--- config.mk ---
export PLATFORM = sky130hd
export DESIGN_NAME = inject_ctrl
export DESIGN_NICKNAME = d
export VERILOG_FILES = /design/src/rtl/inject_ctrl.sv
export SDC_FILE = /design/constraint.sdc
export NUM_CORES = 1
export LEC_CHECK = 0
export ABC_CLOCK_PERIOD_IN_PS = 3300
export BUFFER_PORTS_ARGS = -buffer_cell sky130_fd_sc_hd__buf_2
export CELL_PAD_IN_SITES_DETAIL_PLACEMENT = 1
export CELL_PAD_IN_SITES_GLOBAL_PLACEMENT = 1
export CORE_UTILIZATION = 45
export CTS_CLUSTER_SIZE = 30
export DETAILED_ROUTE_END_ITERATION = 7
export HOLD_SLACK_MARGIN = 0.08
export MAX_ROUTING_LAYER = met4
export PLACE_DENSITY_LB_ADDON = 0.3
export SLEW_MARGIN = 15
export SYNTH_ARGS = -nofsm -noshare
export SYNTH_HDL_FRONTEND = slang
export SYNTH_SLANG_ARGS = --single-unit
--- constraint.sdc ---
create_clock -name clk -period 3.3 [get_ports clk]
set_clock_uncertainty 0.2 [all_clocks]
set_input_delay 0.99 -clock clk [delete_from_list [all_inputs] [get_ports clk]]
set_output_delay 0.99 -clock clk [all_outputs]
set_load 0.05 [all_outputs]
--- src/rtl/inject_ctrl.sv ---
// inject_ctrl: local injection FIFO and lowest-free-slot grant for a deflection router.
// Optional starvation detection is built when INJECT_STARVE_EN is defined.
`ifndef NUM_CHANNEL
`define NUM_CHANNEL 5
`endif

module inject_ctrl #(
  parameter int FLIT_W    = 64,
  parameter int DEPTH     = 4,
  parameter int STARVE_TH = 15
) (
  input  logic                      clk,
  input  logic                      reset,
  input  logic                      peValid,
  input  logic [FLIT_W-1:0]         peFlit,
  output logic                      peReady,
  input  logic [`NUM_CHANNEL-1:0]   validIn,
  output logic [`NUM_CHANNEL-1:0]   injectGrant,
  output logic [FLIT_W-1:0]         injectFlit,
  output logic [$clog2(DEPTH):0]    fifoCount,
  output logic                      starve
);

  localparam int NC = `NUM_CHANNEL;
  localparam int AW = $clog2(DEPTH);
  localparam int CW = AW + 1;
  localparam logic [CW-1:0] FULL = CW'(DEPTH);
  localparam logic [7:0] TH = 8'(STARVE_TH);

  logic [FLIT_W-1:0] r_mem [DEPTH];
  logic [AW-1:0]     r_wptr;
  logic [AW-1:0]     r_rptr;
  logic [CW-1:0]     r_count;
  logic              w_push;
  logic              w_pop;
  logic              w_nonempty;
  logic              w_found;
  logic [NC-1:0]     w_grant;

  assign w_nonempty  = (r_count != '0);
  assign peReady     = (r_count != FULL);
  assign w_push      = peValid & peReady;
  assign w_pop       = |w_grant;
  assign injectGrant = w_grant;
  assign injectFlit  = r_mem[r_rptr];
  assign fifoCount   = r_count;

  // Priority-encode the lowest free slot; nothing granted while empty
  always_comb begin
    w_grant = '0;
    w_found = 1'b0;
    for (int i = 0; i < NC; i++) begin
      if (!w_found && !validIn[i]) begin
        w_grant[i] = 1'b1;
        w_found    = 1'b1;
      end
    end
    if (!w_nonempty) w_grant = '0;
  end

  // Flit storage; contents need no reset
  always_ff @(posedge clk) begin
    if (w_push) r_mem[r_wptr] <= peFlit;
  end

  // Pointers and occupancy counter
  always_ff @(posedge clk) begin
    if (!reset) begin
      r_wptr  <= '0;
      r_rptr  <= '0;
      r_count <= '0;
    end else begin
      if (w_push) r_wptr <= r_wptr + AW'(1);
      if (w_pop)  r_rptr <= r_rptr + AW'(1);
      unique case ({w_push, w_pop})
        2'b10:   r_count <= r_count + CW'(1);
        2'b01:   r_count <= r_count - CW'(1);
        default: r_count <= r_count;
      endcase
    end
  end

`ifdef INJECT_STARVE_EN
  logic [7:0] r_wait;
  logic [7:0] w_wait_nxt;
  logic       r_starve;

  // Consecutive blocked cycles of a waiting head flit, saturating
  always_comb begin
    w_wait_nxt = r_wait;
    if (!w_nonempty || w_pop) w_wait_nxt = '0;
    else if (r_wait != TH)    w_wait_nxt = r_wait + 8'd1;
  end

  // Starvation counter and registered flag updated together
  always_ff @(posedge clk) begin
    if (!reset) begin
      r_wait   <= '0;
      r_starve <= 1'b0;
    end else begin
      r_wait   <= w_wait_nxt;
      r_starve <= (w_wait_nxt == TH);
    end
  end

  assign starve = r_starve;
`else
  logic w_unused_th;
  assign w_unused_th = ^TH;
  assign starve      = 1'b0;
`endif

endmodule

==> flow_summary.toml, run 1 <==
[min_path]
hp-start = "r_rptr[1]"
min_path_type = "reg2reg"

[worst_setup_path]
path_cells = "buf_4 -> mux4_1 -> buf_2"
arrival_ns = 2.02
regToRegStartpoint = "fifoCount[1]"
setup.worst_path.start_class = "register"
cp.required_ns = 2.11
worst_path_largest_cell_delay_ns = 0.62
path_max_fanout = 9
path_class = "reg2out"
critPathCaptureType = "output pin"
critPathSlowestCell = "mux4_1"

[floorplanning]
die-area_um2 = 22800
num_rows = 54
dieHeight_um = 151
io_pins = 146
initial_core_util_pct = 45.9
die_w_um = 151
coreArea_um2 = 21800

[routing]
drc = 0
dr_total_vias = 4576
postRouteAntennaNets = 0
vias_per_cell = 5.28
drt-initial-drc-count = 200
wl_per_cell_um = 22.1
totalWireLength_mm = 19.1
dr.pass1.iters = 4

[timing]
rsz0062_at_grt = "no"
max_slew_margin_pct = 65.9
setup_viol = 0
post-route-min-period_ns = 3.21
post-route-period-util_pct = 97.3
slew_violations = 0
worst_slew_pin_slew_ns = 0.511
hold_viol = 0
setup_tns_ns = 0
fmax_mhz = 311

[logic_synthesis]
synth_cells = 395
syn_nets = 473
ys_ff_latch = 265
netlist_area_um2 = 9980
synth.avg_cell_area_um2 = 25.3
ys.warnings.count = 0
ys_types = 32
yosysSeqAreaShare_pct = 78.8

[pwr]
p_per_area_nw_per_um2 = 912
ir_drop_uv = 464
leakage_nw = 4.18

[layout]
syn2layout_area_growth_pct = 20.6
nNetsFinal = 644
final_util_pct = 55.3
drive_gt1_share_pct = 39.4
diodes = 0

[job]
maxCapViolCount = 0

[global_route]
antenna_found_initial = 0
grt_use_total_pct = 17.6
overflow = 0
grt_pass1_wl_mm = 28.7
grt_max_degree = 37
grt_pass1_vias = 5077

[placement]
port_buffers = 144
place.gp.congestion = 0.682
place_hpwl_mm = 11.7

[status]
status = "completed"

[cts]
clk_latency_ns = 0.52
postCtsSetupBuffers = 2
cts_hold_buf = 0
clk_pin_slew_ns = 0.06
cts_made_buffers = 27
cts_sinks = 265
cts_buffer_depth = 3
cts_root_buf = "clkbuf_16"
cts_tree = "done"
htreeDepth = 1
cts-resized-gates = 0
[where the power goes]
group	internal (mW)	switching, mW	total, mW
Sequential	4.03	0.102	4.13
Clock	1.89	1.19	3.07
Combinational	1.18	2.58	3.76
[final cells by class]
cell class	count	area, um^2
Sequential cell	265	7880
Multi-Input combinational cell	110	1940
Fill cell	1903	9730
Inverter	3	11.3
Clock buffer	34	702
Timing Repair Buffer	159	958
Tap cell	280	350
Clock inverter	15	195
[worst max-delay path, delay by kind of cell, from the launching register on]
family | cells | cell delay (ns)
buffers and inverters | 2 | 0.47
flip-flops | 1 | 0.41
multiplexers | 1 | 0.62
[cell usage after synthesis]
cell type	count	share of area, %
a21oi_2	1	0.088
buf_2	6	0.30
buf_12	6	1.2
dfxtp_1	9	1.8
xor2_1	1	0.088
edfxtp_1	256	77
nor3_1	1	0.050
buf_1	1	0.038
buf_6	2	0.23
a21oi_1	2	0.10
nor2_1	4	0.15
o21a_1	1	0.075
mux2i_1	4	0.40
xnor2_1	1	0.088
mux4_1	36	9.5
nor2b_1	1	0.063
inv_1	3	0.11
nand3_1	4	0.20
or3b_1	1	0.088
and3_1	4	0.25
fa_1	1	0.20
conb_1	1	0.038
nor3b_1	1	0.075
nand2b_1	2	0.13
ha_1	5	0.63
nand2_1	5	0.19
o21ai_0	1	0.050
mux4_2	28	6.3
or3_1	2	0.13
o211a_1	1	0.10
a21o_1	2	0.15
buf_4	2	0.15
[state kept, by name (all words and copies together), names as in the netlist, named ones only]
signal / cells
r_mem: 256
fifoCount: 3
r_rptr: 2
r_wptr: 2
[per-layer routing]
| layer | GRT usage (%) | vias to the layer above | share of wire, % |
|---|---|---|---|
| li1 | - | 2059 | - |
| met1 | 20.6 | 2366 | 41 |
| met2 | 30.8 | 120 | 52 |
| met3 | 3.92 | 31 | 5.3 |
| met4 | 4.45 | 0 | 1.8 |
| met5 | - | - | 0 |
[logic make-up after synthesis]
logic type	synth area share (%)
AOI/OAI and AO/OA	0.564
xor gates and xnor gates	0.176
adders and majority gates	0.828
buffers and inverters	2.03
DFF	78.8
muxes	16.2
other	0.0376
and+or+nand+nor	1.32
[through the flow]
stage | hold WS (ns) | cells | cell area, um^2 | worst slack, ns | total power, mW
floorplan | 0.245 | 395 | 9990 | 0.319 | 7.23
global placement | 0.277 | 815 | 11100 | 0.431 | 7.95
detailed placement | 0.289 | 815 | 11100 | 0.335 | 8.02
CTS | 0.298 | 866 | 12000 | 0.0350 | 11.1
global route | 0.321 | 866 | 12000 | 0.0161 | 11.4
finish | 0.294 | 866 | 12000 | 0.0892 | 11.0
[cell usage in the layout (no fill, tap or decap), types with 7 or more instances in the layout]
| cell | n |
|---|---|
| edfxtp_1 | 256 |
| clkinv_1 | 7 |
| clkbuf_16 | 27 |
| mux4_2 | 28 |
| dfxtp_1 | 7 |
| clkbuf_1 | 7 |
| buf_2 | 144 |
| buf_12 | 10 |
| mux4_1 | 36 |
[path summary, 6_finish.rpt]
kind	end	slack, ns	cells after the start
hold reg to reg	register	0.29	2
setup / recovery	injectFlit[54]	0.09	3
hold / removal	register	0.29	2
setup reg to reg	fifoCount[2]	0.79	7
Power figures use the tool's default switching activity.
==> run 2: changes to the inputs <==
BUFFER_PORTS_ARGS = default   (was -buffer_cell sky130_fd_sc_hd__buf_2)
CORE_UTILIZATION = 48   (was 45)
DONT_BUFFER_PORTS = 1   (was default)
==> flow_summary.toml, run 2 (synthesized netlist as in run 1, its figures left out) <==
[worst_setup_path]
reg2reg_depth = 7
rrSetupSlack_ns = 0.73
path_cells = "buf_12 -> mux4_1"
path_class = "reg2out"
worst_path_largest_cell_delay_ns = 0.87
worst-path-stages = 2
cpLargestDelayFamily = "multiplexers"
crit_buf_inv = 1
path_max_fanout = 44
critPathSlowestCell = "mux4_1"
cp.required_ns = 2.11
critPathCaptureType = "output pin"
setup.worst_path.start_class = "register"
arrival_ns = 2.10

[floorplanning]
num_rows = 52
coreArea_um2 = 20300
die-area_um2 = 21400
io_pins = 146
die_w_um = 146
dieHeight_um = 146
initial_core_util_pct = 49.2

[timing]
slew_violations = 0
rsz0062_at_grt = "yes"
fmax_mhz = 304
setup_viol = 0
hold_viol = 0
worst_slew_pin_slew_ns = 0.518
hold_ws_ns = 0.284
post-route-period-util_pct = 99.7
setup_ws_ns = 0.0105
post-route-min-period_ns = 3.29
max_slew_margin_pct = 65.6

[min_path]
min_path_type = "reg2reg"
hold_depth = 2

[global_route]
grt_max_degree = 45
grt_use_total_pct = 18.3
overflow = 0
grt.busiest_layer = "met2"
grt_util_met2_pct = 32.0
use_met3_pct = 5.22
grt_pass1_vias = 4597
antenna_found_initial = 0
grt_pass1_wl_mm = 28.1
grtUsageMet1_pct = 21.1

[placement]
place.gp.congestion = 0.739
place_hpwl_mm = 11.5
port_buffers = 0
dp_slack_ns = 0.481
dp_cells = 671

[layout]
most-common-layout-cells = "edfxtp_1 (256), mux4_1 (34), mux4_2 (30)"
final_cells = 720
largest_reg_flops = 256
syn2layout_area_growth_pct = 13.2
mostFrequentLayoutCell = "edfxtp_1"
regMostFlops = "r_mem"
drive_gt1_share_pct = 23.3
num-fill-cells = 1696
nNetsFinal = 508
diodes = 0

[cts]
postCtsSetupBuffers = 0
cts-resized-gates = 2
cts_buffer_depth = 3
clk_pin_slew_ns = 0.06
htreeDepth = 1
cts_sinks = 265
cts_root_buf = "clkbuf_16"
clk_latency_ns = 0.51
cts_tree = "done"
cts_made_buffers = 27
cts_hold_buf = 0

[routing]
totalWireLength_mm = 18.5
dr.pass1.iters = 4
vias_per_cell = 5.73
dr_total_vias = 4127
wl_per_cell_um = 25.7
drt-initial-drc-count = 238
drc = 0
postRouteAntennaNets = 0

[status]
status = "completed"

[pwr]
p_per_area_nw_per_um2 = 922
power_mw = 10.4
leakage_nw = 3.63
ir_drop_uv = 505

[job]
maxCapViolCount = 0
[run 2: cell types whose count changed in the layout (fill, tap and decap cells not counted), moves of 2 or more]
cell / change
clkinv_1: -2
clkbuf_1: -5
buf_12: -2
mux4_1: -2
mux4_2: +2
clkbuf_8: +4
buf_4: +10
clkinv_2: +5
clkinvlp_4: +2
buf_2: -144
bufinv_16: -3
[run 2: path summary, 6_finish.rpt]
check                        end    startpoint
setup / recovery  injectFlit[28]      register
hold / removal          register     r_rptr[1]
setup reg to reg    fifoCount[2]  fifoCount[2]
hold reg to reg         register     r_rptr[1]
[run 2: area by class of cell]
| cell class | instances | area (um^2) | area share, % |
|---|---|---|---|
| tap | 270 | 338 | 2.99 |
| clock buffer | 33 | 738 | 6.54 |
| sequential | 265 | 7880 | 69.7 |
| clock inverter | 16 | 129 | 1.14 |
| multi-input combinational | 110 | 1930 | 17.1 |
| timing repair buffer | 23 | 273 | 2.41 |
| inverter | 3 | 11.3 | 0.0997 |
[run 2: layer usage]
metal	part of all wire [%]	vias up
met5	0	-
met4	1.4	0
met3	6.4	22
met2	53	112
met1	39	2217
li1	-	1776
[run 2: per-stage QoR]
stage	setup TNS (ns)	area [um^2]	utilization, %
CTS	-0.794	11300	55.7
floorplan	0	9990	-
finish	0	11300	55.6
global route	-1.54	11300	55.6
detailed placement	0	10400	51.4
global placement	0	10400	51.4
[run 2: tightest hold or removal path, stage by stage, from the launching register on]
cell	delay, ns
dfxtp_1	0.31
nand2_1	0.05
mux2i_1	0.07
[run 2: report_power, final]
group	leakage (nW)	switching, mW	internal (mW)
Sequential	2.42	0.146	4.04
Clock	0.428	1.18	1.74
Combinational	0.777	2.41	0.904
